$ cat src/rtl/spi_flash_pkg.sv
// Shared definitions for the SPI flash reader.
// Contents: READ opcode, address/length widths and the controller state enum.
package spi_flash_pkg;

  localparam int unsigned AddrWidth  = 24;
  localparam int unsigned LenWidth   = 16;
  localparam logic [7:0]  ReadOpcode = 8'h03;

  typedef enum logic [2:0] {
    StIdle,
    StCmd,
    StAddr,
    StData,
    StHold,
    StDesel
  } state_t;

endpackage

$ cat src/rtl/spi_bit_engine.sv
// SPI mode-0 byte engine: clock divider, SCLK generation, 8-bit shift register and bit counter.
// Ports:
//   clk, reset        - clock, asynchronous active-high reset
//   start, tx_byte    - load a byte and begin shifting (may coincide with done for gapless chaining)
//   miso              - serial input, captured while SCLK is high
//   sclk, mosi        - serial clock (idles low) and serial output, MSB first
//   done, rx_byte     - done marks the edge that ends bit 7; rx_byte is valid in that cycle
module spi_bit_engine #(
  parameter int unsigned CLK_DIV = 2
) (
  input  logic       clk,
  input  logic       reset,
  input  logic       start,
  input  logic [7:0] tx_byte,
  input  logic       miso,
  output logic       sclk,
  output logic       mosi,
  output logic       done,
  output logic [7:0] rx_byte
);

  localparam int unsigned DivW = 8;
  localparam logic [DivW-1:0] DivLast = DivW'(CLK_DIV - 1);

  logic            active_q;
  logic            phase_q;   // 0: SCLK low half, 1: SCLK high half
  logic [DivW-1:0] div_q;
  logic [2:0]      bit_q;
  logic [7:0]      shift_q;
  logic            miso_q;

  logic half_end;
  logic sample_now;
  logic sample_bit;

  assign half_end   = active_q && (div_q == DivLast);
  // MISO is captured on the first clk edge after SCLK rises.
  assign sample_now = active_q && phase_q && (div_q == '0);
  // With CLK_DIV=1 the capture edge and the falling edge coincide.
  assign sample_bit = sample_now ? miso : miso_q;

  assign done    = half_end && phase_q && (bit_q == 3'd7);
  assign rx_byte = {shift_q[6:0], sample_bit};
  assign sclk    = active_q & phase_q;
  assign mosi    = active_q & shift_q[7];

  always_ff @(posedge clk or posedge reset) begin
    if (reset) begin
      active_q <= 1'b0;
      phase_q  <= 1'b0;
      div_q    <= '0;
      bit_q    <= '0;
      shift_q  <= '0;
      miso_q   <= 1'b0;
    end else if (start) begin
      active_q <= 1'b1;
      phase_q  <= 1'b0;
      div_q    <= '0;
      bit_q    <= '0;
      shift_q  <= tx_byte;
    end else if (active_q) begin
      if (sample_now) begin
        miso_q <= miso;
      end
      if (half_end) begin
        div_q   <= '0;
        phase_q <= ~phase_q;
        if (phase_q) begin
          // Falling edge: shift the captured bit in and present the next MOSI bit.
          shift_q <= {shift_q[6:0], sample_bit};
          bit_q   <= bit_q + 3'd1;
          if (bit_q == 3'd7) begin
            active_q <= 1'b0;
          end
        end
      end else begin
        div_q <= div_q + DivW'(1);
      end
    end
  end

endmodule

$ cat src/rtl/spi_flash_reader.sv
// SPI flash READ (0x03) controller with valid/ready command and response streams.
// Ports:
//   clk, reset                     - clock, asynchronous active-high reset
//   cmd_valid/cmd_ready            - command handshake; cmd_addr byte address, cmd_len bytes-1
//   rsp_valid/rsp_ready            - response handshake; rsp_data read byte, rsp_last final byte
//   busy                           - high whenever the controller is not idle
//   spi_ss, spi_sclk, spi_mosi     - flash select (active low), serial clock, serial output
//   spi_miso                       - flash serial data
module spi_flash_reader
  import spi_flash_pkg::*;
#(
  parameter int unsigned CLK_DIV = 2,
  parameter int unsigned CS_HIGH = 4
) (
  input  logic                 clk,
  input  logic                 reset,
  input  logic                 cmd_valid,
  output logic                 cmd_ready,
  input  logic [AddrWidth-1:0] cmd_addr,
  input  logic [LenWidth-1:0]  cmd_len,
  output logic                 rsp_valid,
  input  logic                 rsp_ready,
  output logic [7:0]           rsp_data,
  output logic                 rsp_last,
  output logic                 busy,
  output logic                 spi_ss,
  output logic                 spi_sclk,
  output logic                 spi_mosi,
  input  logic                 spi_miso
);

  localparam logic [LenWidth-1:0] DeselLoad = (CS_HIGH > 1) ? LenWidth'(CS_HIGH - 1) : '0;

  state_t state_q, state_d;

  logic [AddrWidth-1:0] addr_q;
  logic [LenWidth-1:0]  bytes_left_q;
  logic [LenWidth-1:0]  desel_q;
  logic [1:0]           addr_idx_q;
  logic [7:0]           rsp_data_q;
  logic                 init_q;   // holds cmd_ready off until the first edge after reset

  logic       cmd_fire;
  logic       rsp_fire;
  logic       last_byte;
  logic       eng_start;
  logic [7:0] eng_tx;
  logic       eng_sclk;
  logic       eng_mosi;
  logic       eng_done;
  logic [7:0] eng_rx;

  assign cmd_fire  = cmd_valid && cmd_ready;
  assign rsp_fire  = rsp_valid && rsp_ready;
  assign last_byte = (bytes_left_q == '0);

  spi_bit_engine #(
    .CLK_DIV(CLK_DIV)
  ) u_bit_engine (
    .clk    (clk),
    .reset  (reset),
    .start  (eng_start),
    .tx_byte(eng_tx),
    .miso   (spi_miso),
    .sclk   (eng_sclk),
    .mosi   (eng_mosi),
    .done   (eng_done),
    .rx_byte(eng_rx)
  );

  // State register.
  always_ff @(posedge clk or posedge reset) begin
    if (reset) begin
      state_q <= StIdle;
    end else begin
      state_q <= state_d;
    end
  end

  // Next-state logic.
  always_comb begin
    state_d = state_q;
    unique case (state_q)
      StIdle:  if (cmd_fire) state_d = StCmd;
      StCmd:   if (eng_done) state_d = StAddr;
      StAddr:  if (eng_done && (addr_idx_q == 2'd2)) state_d = StData;
      StData:  if (eng_done) state_d = StHold;
      StHold:  if (rsp_fire) state_d = last_byte ? StDesel : StData;
      StDesel: if (desel_q == '0) state_d = StIdle;
      default: state_d = StIdle;
    endcase
  end

  // Outputs and byte-engine control. Each byte is started on the edge that finishes
  // the previous one, so command, address and data bits run back to back.
  always_comb begin
    eng_start = 1'b0;
    eng_tx    = 8'h00;
    unique case (state_q)
      StIdle: begin
        eng_start = cmd_fire;
        eng_tx    = ReadOpcode;
      end
      StCmd: begin
        eng_start = eng_done;
        eng_tx    = addr_q[23:16];
      end
      StAddr: begin
        eng_start = eng_done;
        if (addr_idx_q == 2'd0) begin
          eng_tx = addr_q[15:8];
        end else if (addr_idx_q == 2'd1) begin
          eng_tx = addr_q[7:0];
        end else begin
          eng_tx = 8'h00;
        end
      end
      StHold: begin
        eng_start = rsp_fire && !last_byte;
        eng_tx    = 8'h00;
      end
      default: ;
    endcase
  end

  assign cmd_ready = (state_q == StIdle) && init_q;
  assign busy      = (state_q != StIdle);
  assign spi_ss    = !((state_q == StCmd) || (state_q == StAddr) ||
                       (state_q == StData) || (state_q == StHold));
  assign spi_sclk  = eng_sclk;
  assign spi_mosi  = ((state_q == StCmd) || (state_q == StAddr)) ? eng_mosi : 1'b0;
  assign rsp_valid = (state_q == StHold);
  assign rsp_last  = rsp_valid && last_byte;
  assign rsp_data  = rsp_data_q;

  // Datapath: latched command, byte counter, address byte index, deselect timer.
  always_ff @(posedge clk or posedge reset) begin
    if (reset) begin
      init_q       <= 1'b0;
      addr_q       <= '0;
      bytes_left_q <= '0;
      desel_q      <= '0;
      addr_idx_q   <= '0;
      rsp_data_q   <= '0;
    end else begin
      init_q <= 1'b1;
      if (cmd_fire) begin
        addr_q       <= cmd_addr;
        bytes_left_q <= cmd_len;
        addr_idx_q   <= '0;
      end
      if ((state_q == StAddr) && eng_done) begin
        addr_idx_q <= addr_idx_q + 2'd1;
      end
      if ((state_q == StData) && eng_done) begin
        rsp_data_q <= eng_rx;
      end
      if (rsp_fire && !last_byte) begin
        bytes_left_q <= bytes_left_q - LenWidth'(1);
      end
      if (rsp_fire && last_byte) begin
        desel_q <= DeselLoad;
      end else if ((state_q == StDesel) && (desel_q != '0)) begin
        desel_q <= desel_q - LenWidth'(1);
      end
    end
  end

endmodule

$ cat config.mk
export PLATFORM = sky130hd
export DESIGN_NAME = spi_flash_reader
export DESIGN_NICKNAME = d
export VERILOG_FILES = /design/src/rtl/spi_flash_pkg.sv /design/src/rtl/spi_bit_engine.sv /design/src/rtl/spi_flash_reader.sv
export SDC_FILE = /design/constraint.sdc
export NUM_CORES = 1
export LEC_CHECK = 0
export CAP_MARGIN = 5
export CORE_MARGIN = 2
export CORE_UTILIZATION = 45
export DETAILED_ROUTE_END_ITERATION = 10
export PLACE_DENSITY_LB_ADDON = 0.08
export SETUP_SLACK_MARGIN = 0.2
export SLEW_MARGIN = 20
export SYNTH_ARGS = -nofsm -noshare
export SYNTH_HDL_FRONTEND = slang
export SYNTH_SLANG_ARGS = --single-unit
$ cat constraint.sdc
create_clock -name clk -period 4.25 [get_ports clk]
set_input_delay 0.6375 -clock clk [delete_from_list [all_inputs] [get_ports clk]]
set_output_delay 0.6375 -clock clk [all_outputs]
set_load 0.01 [all_outputs]
Word-level counts from Yosys, hierarchy flattened
Index checks and enable logic that the tools add are counted.
{"block": "totals", "latch_bits": 0, "output_inout_bits": 15, "in_bits": 45, "romBits": 0, "ram_bits": 0, "elab_cells": 114, "ff_bits": 92, "memories": 0}
{"block": "classes", "mux": 39, "shift": 0, "eq_ne": 15, "reduce_logical": 38, "n_lt_le_gt_ge": 0, "multipliers": 0, "bitwise": 4, "n_div": 0, "addsub": 5}
{"op": "$mux 8", "count": 9}
{"op": "$mux 16", "count": 4}
{"op": "$mux 3", "count": 11}
{"op": "$logic_not 16->1", "count": 2}
{"op": "$sub 16x1->16 const B", "count": 2}
{"op": "$pmux 8 s3", "count": 1}
{"op": "$pmux 3 s6", "count": 1}
{"op": "$reduce_bool 16->1", "count": 1}
{"op": "$logic_and 1x1->1", "count": 15}
{"op": "$reduce_bool 2->1", "count": 6}
{"op": "$mux 1", "count": 10}
{"op": "$ne 2x2->1 const B", "count": 5}
{"op": "$eq 3x3->1 const B", "count": 3}
{"op": "$add 8x1->8 const B", "count": 1}
{"op": "$eq 8x1->1 const B", "count": 1}
{"op": "$logic_not 8->1", "count": 1}
{"op": "$eq 3x2->1 const B", "count": 2}
{"op": "$reduce_and 6->1", "count": 1}
{"op": "$mux 2", "count": 2}
{"op": "$reduce_and 2->1", "count": 2}
{"op": "$add 3x1->3 const B", "count": 1}
{"op": "$eq 3x1->1 const B", "count": 1}
{"op": "$logic_not 3->1", "count": 1}
{"op": "$logic_or 1x1->1", "count": 3}
{"op": "other kinds (12)", "count": 15}

Depth between registers and ports, before layout
Gate-level depths: netlist of run 1.
{"block": "depth", "word_depth": 7, "ltp_mapped": 8, "ltp_nobuf": 7}

Modules after synthesis
A second synthesis of run 1 with hierarchy kept.
{"block": "unflattened", "cells_unflattened": 575, "hier_area_um2": 5076.1}
{"mod": "spi_flash_reader", "cells_each": 440, "n_inst": 1, "seq_area_each_um2": 1751.7, "area_each_um2": 3806.2}
{"mod": "spi_bit_engine", "cells_each": 135, "n_inst": 1, "seq_area_each_um2": 550.5, "area_each_um2": 1270.0}

Worst setup path after synthesis of run 1
Ideal clock, no wire load.
{"block": "synth_timing", "path_type": "register to register", "from": "register state_q[0]", "to": "register bytes_left_q[12]", "n_path_buf": 1, "setup_ns": 0.132, "arrival_ns": 1.932, "path_stages_with_launch": 7, "slack_ns": 2.187, "required_time_ns": 4.118, "period_less_slack_ns": 2.063, "path_cell_list": "dfrtp_1 buf_2 nor3b_1 nand2_1 or4_1 nand3_1 o211ai_1"}
{"block": "synth_between", "elab_chain_cells": 4, "word_cells_on_any_way": 8, "cone_classes": "eq/ne: 1; mux: 1; reduce/logical: 6"}
{"element": "start: declaration", "line_no": "spi_flash_reader.sv:34", "text": "state_t state_q, state_d;"}
{"element": "start signal: assignment", "line_no": "spi_flash_reader.sv:74", "text": "state_q <= StIdle;"}
{"element": "start signal: assignment", "line_no": "spi_flash_reader.sv:76", "text": "state_q <= state_d;"}
{"element": "$eq 3x3->1 *", "line_no": "spi_flash_reader.sv:132", "text": "assign rsp_valid = (state_q == StHold);"}
{"element": "named net rsp_valid", "line_no": "spi_flash_reader.sv:21", "text": "output logic rsp_valid,"}
{"element": "$logic_and 1x1->1 *", "line_no": "spi_flash_reader.sv:54", "text": "assign rsp_fire = rsp_valid && rsp_ready;"}
{"element": "$logic_and 1x1->1 *", "line_no": "spi_flash_reader.sv:158", "text": "if (rsp_fire && !last_byte) begin"}
{"element": "$mux 16 or $reduce_bool 2->1 (tied branches)"}
{"element": "end signal: assignment", "line_no": "spi_flash_reader.sv:149", "text": "bytes_left_q <= cmd_len;"}
{"element": "end signal: assignment", "line_no": "spi_flash_reader.sv:159", "text": "bytes_left_q <= bytes_left_q - LenWidth'(1);"}
{"element": "end: declaration", "line_no": "spi_flash_reader.sv:37", "text": "logic [LenWidth-1:0] bytes_left_q;"}
The timed path passes the listed nets; every way through them passes the cells marked *.
A chain may end at the register's enable or synchronous reset.

Worst setup path in the final report of run 1
{"block": "layout_timing", "from": "register bytes_left_q[0]", "to": "output port rsp_last"}
{"block": "layout_between", "elab_chain_cells": 2}
{"element": "$logic_not 16->1", "line_no": "spi_flash_reader.sv:55", "text": "assign last_byte = (bytes_left_q == '0);"}
{"element": "$logic_and 1x1->1", "line_no": "spi_flash_reader.sv:133", "text": "assign rsp_last = rsp_valid && last_byte;"}
{"element": "end: declaration", "line_no": "spi_flash_reader.sv:24", "text": "output logic rsp_last,"}
No other way between the ends.

==> results.txt, run 1 <==
----------------------------------------------------
[Drt]
  Iteration-0 DRC count of the detailed router ... 212
  Avg Vias per Cell ... 5.509
  First-pass detailed-route iteration total ... 4
  Total DRC errors in the routed layout ... 0
  Remaining antenna violation count ... 0
  Routed wire length per instance ... 15.28 microns
  Final WL ... 10.84 mm
  Total vias in the final route ... between 3000 and 4000

[Global route]
  Maximum number of pins on one net before global-route repair ... 49
  Via count of the first global-routing pass ... ~3800
  Global-route wire length before repair ... 18.56 mm
  Total global routing track utilization ... about a fifth
  Total global routing overflow ... 0
  Number of antenna violations at the first check in global routing ... 0

[Synth]
  Cell area after technology mapping ... 4857 sq um
  Largest family of logic cells by synthesized area ... simple AND/OR/NAND/NOR gates
  Main area contributors after synthesis ... sky130_fd_sc_hd__dfrtp_1 47%, sky130_fd_sc_hd__nand2_1 9.3%, sky130_fd_sc_hd__xnor2_1 2.9%
  Nets in the synthesized netlist ... approximately 570
  Average cell area after synthesis ... 9.413 sq um
  Post-synthesis compound-gate area fraction ... a little under an eighth
  Count of flip-flops with a built-in enable after synthesis ... 0
  Post-synthesis cell count ... 516
  Top cells by count, synth ... 120 x sky130_fd_sc_hd__nand2_1, 92 x sky130_fd_sc_hd__dfrtp_1, 22 x sky130_fd_sc_hd__o21ai_0
  Sequential fraction of the synthesis area ... 47.40%
  Xor/xnor share of the synthesized area ... ~3.6%
  Total of flip-flops plus latches after synthesis ... between 90 and 100
  Number of warnings printed during yosys synthesis ... 0
  Proportion of netlist area held by the largest area contributor ... 47.40%
  Share of synthesized cell area in full adder, half adder and majority cells ... about 2.6%
  Number of different library cells in the post-synthesis netlist ... 60
  Leading cell type by number of instances after synthesis ... sky130_fd_sc_hd__nand2_1
  Cell taking the most area after synthesis ... sky130_fd_sc_hd__dfrtp_1
  Most used flip-flop cell after synthesis ... sky130_fd_sc_hd__dfrtp_1
  Async S/R FF share, synth ... 100.0%
  Simple-gate share of the synthesized area ... 25.99%
  Multiplexer share of the synthesized area ... under 10%

[Clock network]
  Inserted Clock Buffers ... 9
  Number of setup buffers added after CTS ... 0
  Master cell of the clock root buffer ... sky130_fd_sc_hd__clkbuf_8
  Register clock-pin slew on the reported worst setup and hold paths ... 90 ps
  Sinks on the clock net ... 92
  Number of levels the H-tree was split into ... 3
  # resized after CTS ... 0
  Max Root-Sink Buffers ... 2
  CTS tree ... done
  Post-cts hold buffer count ... 0
  Worst-skew pair later-pin latency ... 360 ps

[Hold path]
  Instance count along the most critical hold path ... 2
  Worst min-delay path class ... reg2reg

[Placed design]
  Detailed-placement wirelength estimate ... 7.732 mm
  Number of input and output port buffers inserted ... 59
  Global placement routability congestion ... 0.8751

[Power]
  Static leakage power ... roughly 2.4 nW
  PD cells ... 496.6 nW/um^2
  Worst voltage drop across the vdd grid ... 204.0 uV

[Timing]
  Count of final hold-check violations ... 0
  Fin Clk Skew ... 13.72 ps
  Final setup TNS ... 0 ps
  Peak Freq ... between 300 and 400 MHz
  Total setup violations reported at the end of the flow ... 0
  Period minus WS final ... 2887 ps
  Slew at the pin closest to its max-slew limit ... 842.5 ps
  Worst relative slew slack ... 43.77%
  Crit share post-route ... about two thirds
  Pins over their slew limit ... 0
  Setup repair after global routing missed its margin ... no

[Floorplan]
  Std cell rows ... 37
  DIE AREA ... approximately 12000 sq um
  Width of the chip ... 107.9 microns
  Initial Util ... 46.63%
  Placeable Area ... 10420 sq um
  Die height ... 107.9 microns
  Top-level port count ... 60

[Run status]
  Result of the run ... finished, final reports clean

[Setup path]
  Largest stage delay on the critical path ... about 540 ps
  Category of cells accounting for the largest share of critical-path delay ... simple AND/OR/NAND/NOR gates
  Critical path depth in cells ... 6
  Slowest library cell on the worst path ... sky130_fd_sc_hd__clkdlybuf4s50_1
  Cell chain of the critical path ... inv_1 > ha_1 > nand2b_1 > nor4_1 > and4_1 > clkdlybuf4s50_1
  Number of cells on the worst reg-to-reg path ... 5
  Kind of critical path ... reg2out
  Data arrival time at the worst-slack endpoint ... about 2300 ps
  Endpoint type of the worst setup path ... output port
  Data required time of the worst path ... 3610 ps
  Max FO, Critical Path ... 6
  Count of buffer and inverter cells on the critical path ... 2
  Crit start category ... flop

[Final layout]
  End-of-flow core utilization ... roughly 55%
  Area overhead of the layout relative to synthesis ... 18.03%
  Fillers ... about 980
  Antenna cells ... 0
  Fraction of final layout cells sized beyond drive strength 1 ... 9.948%
  Net count, final ... about 620

[Job]
  Number of max-capacitance violations reported ... 0

----------------------------------------------------
-- flip-flops by register name, summed over array words and instances, names as in the netlist --
name and count:
addr_idx_q 2, u_bit_engine.bit_q 3, u_bit_engine.shift_q 8, u_bit_engine.active_q 1
desel_q 16, bytes_left_q 16, u_bit_engine.miso_q 1, u_bit_engine.div_q 8
u_bit_engine.phase_q 1, state_q 3, rsp_data 8, init_q 1
addr_q 24
-- metrics by stage --
stage	area [sq um]	worst slack (ps)	hold slack [ps]	total power, mW	std cells
2_1_floorplan	4857	1221	445.5	2.025	516
3_3_place_gp	5557	1425	459.3	2.294	693
3_5_place_dp	5557	1385	463.4	2.321	693
4_1_cts	5733	1368	486.3	2.871	709
5_1_grt	5733	1176	502.9	3.082	709
6_report	5733	1363	481.8	2.847	709
-- cells by family after synthesis --
logic type / Yosys count
buffers and inverters: 38
XOR/XNOR: 20
AO/OA/AOI/OAI: 86
other: 1
adder cells (fa/ha/maj): 10
flip-flops: 92
AND/OR/NAND/NOR: 246
multiplexers: 23
-- tightest hold or removal path: cells and delay by family, from the launching register on --
family | cells | cell delay [ps]
flops | 1 | 350
simple gates | 2 | 100
-- placed cells by master, fill, tap and decap left out, drive strengths merged, types with 3 or more instances in the layout --
| master | instances |
|---|---|
| nand2 | 120 |
| dfrtp | 92 |
| clkdlybuf4s50 | 59 |
| nor2 | 27 |
| o21ai | 24 |
| xnor2 | 16 |
| nor3 | 16 |
| nand3 | 15 |
| a21oi | 14 |
| inv | 14 |
| mux2i | 12 |
| o22ai | 11 |
| mux2 | 11 |
| clkbuf | 11 |
| ha | 10 |
| or3 | 10 |
| nand4 | 10 |
| nor4 | 9 |
| o211ai | 8 |
| or4 | 8 |
| buf | 7 |
| and3 | 6 |
| a22oi | 6 |
| a211oi | 5 |
| and4 | 4 |
| xor2 | 4 |
| nor3b | 3 |
| nor2b | 3 |
| nand2b | 3 |
| nand3b | 3 |
| o311ai | 3 |
| clkinv | 3 |
| nand4b | 3 |
| a2111oi | 3 |
-- routing by layer --
layer	GRT usage, %	up-vias	share of wire (%)
met5	0	-	0
met4	4.853	0	0.98
met3	4.358	10	3.4
met2	31.49	80	46
met1	28.72	1885	49
li1	-	1931	-
-- final cells by class --
| type | instances | area (sq um) | share of cell area [%] |
|---|---|---|---|
| Sequential cell | 92 | 2302 | 40.16 |
| Clock inverter | 5 | 35.03 | 0.6111 |
| Timing Repair Buffer | 66 | 643.1 | 11.22 |
| Multi-Input combinational cell | 386 | 2391 | 41.71 |
| Clock buffer | 11 | 141.4 | 2.466 |
| Inverter | 13 | 50.05 | 0.8730 |
| Tap cell | 136 | 170.2 | 2.968 |
-- worst paths after layout --
check	slack, ps	to	from
setup / recovery	1360	rsp_last	bytes_left_q[0]
hold / removal	480	addr_q[10]	addr_q[10]
setup reg to reg	1540	u_bit_engine.active_q	bytes_left_q[6]
hold reg to reg	480	addr_q[10]	addr_q[10]
max in group asynchronous	2690	state_q[0]	reset
min in group asynchronous	740	desel_q[12]	reset
-- where the power goes --
| group | switching [mW] | total [mW] | internal [mW] |
|---|---|---|---|
| combinational | 0.481 | 0.903 | 0.421 |
| sequential | 0.256 | 1.40 | 1.15 |
| clock | 0.312 | 0.543 | 0.231 |
| total | 1.05 | 2.85 | 1.80 |
No activity file was read; power rests on OpenSTA's default activity.
==> run 2: changes to the inputs <==
clock period = 2.3 ns   (was 4.25 ns; I/O delays follow)
==> run 2 against run 1 <==
  * Final cell count grew 5.2%
  * Combinational power grew 120%
  * Sequential power rose by 83%
  * Worst hold slack worse by 110 ps
  * Final area is 7.5% higher
  * Total power increased by 100%
  * Core utilization increased by 4.1 points
  * First-iteration DRC count is 7.1% higher
  * Count of clock-buffer cells in the layout is 1 lower
  * Flip-flop and latch count is the same
  * Non-clock buffer count grew 37
  * Largest cell class unchanged
  * Largest power group unchanged
==> results.txt, run 2 (same netlist as run 1, synthesis figures left out) <==
----------------------------------------------------
[Timing]
  Total setup violations reported at the end of the flow ... 0
  Setup repair after global routing missed its margin ... yes
  Worst relative slew slack ... around 60%
  Final setup TNS ... 0 ps
  Count of final hold-check violations ... 0
  Period minus WS final ... between 2000 and 2500 ps
  Slew at the pin closest to its max-slew limit ... 594.8 ps
  Fin Clk Skew ... 18.20 ps
  Crit share post-route ... 91.83%
  Peak Freq ... 473.5 MHz
  Pins over their slew limit ... 0

[Setup path]
  Cell chain of the critical path ... nor3b_2 > clkdlybuf4s50_1
  Number of cells on the worst reg-to-reg path ... 5
  Data required time of the worst path ... 1960 ps
  Crit start category ... flop
  Slowest library cell on the worst path ... sky130_fd_sc_hd__clkdlybuf4s50_1
  Endpoint type of the worst setup path ... output port
  Critical path depth in cells ... 2
  Kind of critical path ... reg2out
  Category of cells accounting for the largest share of critical-path delay ... buffers and inverters
  Count of buffer and inverter cells on the critical path ... 1
  Max FO, Critical Path ... 9
  Largest stage delay on the critical path ... around 590 ps
  Data arrival time at the worst-slack endpoint ... about 1800 ps

[Drt]
  Final WL ... 11.74 mm
  Avg Vias per Cell ... roughly 5.5
  First-pass detailed-route iteration total ... 4
  Total vias in the final route ... 4110
  Routed wire length per instance ... about 16 microns
  Iteration-0 DRC count of the detailed router ... 227
  Remaining antenna violation count ... 0
  Total DRC errors in the routed layout ... 0

[Global route]
  Total global routing overflow ... 0
  Via count of the first global-routing pass ... around 4000
  Global-route wire length before repair ... 19.90 mm
  Total global routing track utilization ... 21.60%
  Number of antenna violations at the first check in global routing ... 0
  Maximum number of pins on one net before global-route repair ... 39

[Power]
  Static leakage power ... ~2.6 nW
  Post-route total power ... 5.716 mW
  Worst voltage drop across the vdd grid ... slightly below 500 uV
  PD cells ... 927.2 nW/um^2

[Floorplan]
  Top-level port count ... 60
  DIE AREA ... 11640 sq um
  Placeable Area ... 10420 sq um
  Initial Util ... 46.63%
  Std cell rows ... 37
  Die height ... 107.9 microns
  Width of the chip ... 107.9 microns

[Clock network]
  Sinks on the clock net ... 92
  Max Root-Sink Buffers ... 2
  CTS tree ... done
  Master cell of the clock root buffer ... sky130_fd_sc_hd__clkbuf_8
  Worst-skew pair later-pin latency ... 370 ps
  Number of levels the H-tree was split into ... 3
  Register clock-pin slew on the reported worst setup and hold paths ... 100 ps
  Inserted Clock Buffers ... 9

[Final layout]
  Most used cells in the layout excluding fill and tap cells ... 120 x sky130_fd_sc_hd__nand2_1, 86 x sky130_fd_sc_hd__dfrtp_1, 55 x sky130_fd_sc_hd__clkdlybuf4s50_1, 39 x sky130_fd_sc_hd__buf_4, 22 x sky130_fd_sc_hd__o21ai_0
  Fillers ... 948
  Post-route standard cell area excluding fillers ... 6165 sq um
  End-of-flow core utilization ... approximately three fifths
  Area overhead of the layout relative to synthesis ... 26.92%
  Number of non-filler instances in the completed layout ... 746
  Fraction of final layout cells sized beyond drive strength 1 ... 18.36%
  Commonest non-fill, non-tap cell in the layout ... sky130_fd_sc_hd__nand2_1
  Biggest register ... addr_q
  Registers with the most flip-flops ... addr_q: 24 flops, bytes_left_q: 16 flops, desel_q: 16 flops
  Antenna cells ... 0
  Net count, final ... 660
  Flip-flop count of the largest register after layout ... 24

[Placed design]
  Placed Cells ... 720
  Detailed-placement wirelength estimate ... 8.173 mm
  Global placement routability congestion ... between 0.9 and 1
  Number of input and output port buffers inserted ... 59
  Total placed instance area ... approximately 5800 sq um

[Hold path]
  Worst min-delay path class ... in2async

[Run status]
  Result of the run ... finished, final reports clean

[Job]
  Number of max-capacitance violations reported ... 0

----------------------------------------------------
-- run 2: worst paths after layout --
kind                                    endpoint             from  slack (ps)
max                                    rsp_valid       state_q[1]         190
min                        u_bit_engine.div_q[2]            reset         380
max reg2reg                           desel_q[7]  bytes_left_q[9]         200
min reg2reg                            addr_q[6]        addr_q[6]         480
max in group asynchronous             addr_q[22]            reset        1390
min in group clk                       addr_q[6]        addr_q[6]         480
-- run 2: per-stage QoR --
stage / hold slack [ps] / setup WS [ps]
after CTS: 400.2 / 91.26
after global placement: 460.5 / 76.67
after floorplan: 445.5 / 236.6
after detailed placement: 462.6 / 64.69
after global routing: 411.6 / 131.3
final: 376.6 / 187.9
-- run 2: per-layer routing --
layer  vias up  share of wire [%]  track usage (%)
li1       2002                  -                -
met1      2010                 48            32.16
met2        85                 46            32.30
met3        13                3.8            3.753
met4         0                1.4            6.044
met5         -                  0                0
-- run 2: what timing repair did --
action / in CTS / in global routing
setup endpoints to repair: 29 / 45
setup buffers: 4 / 6
hold buffers: 0 / 0
pin swaps: 2 / 3
gates resized for setup: 15 / 13
gates cloned: 0 / 0
-- run 2: layout make-up --
class / instances / area [sq um] / share of cell area (%)
multi-input cells: 386 / 2464 / 39.96
flip-flops and latches: 92 / 2310 / 37.47
repair buffers: 103 / 969.7 / 15.73
well taps: 136 / 170.2 / 2.760
clock buffers: 10 / 127.6 / 2.070
clock inverters: 6 / 71.32 / 1.157
inverters: 13 / 52.55 / 0.8524
-- run 2: power by group --
part | internal [mW] | leakage (nW) | switching, mW | total [mW]
sequential | 2.12 | 1.09 | 0.431 | 2.56
combinational | 0.978 | 1.43 | 1.05 | 2.03
clock | 0.513 | 0.0935 | 0.618 | 1.13
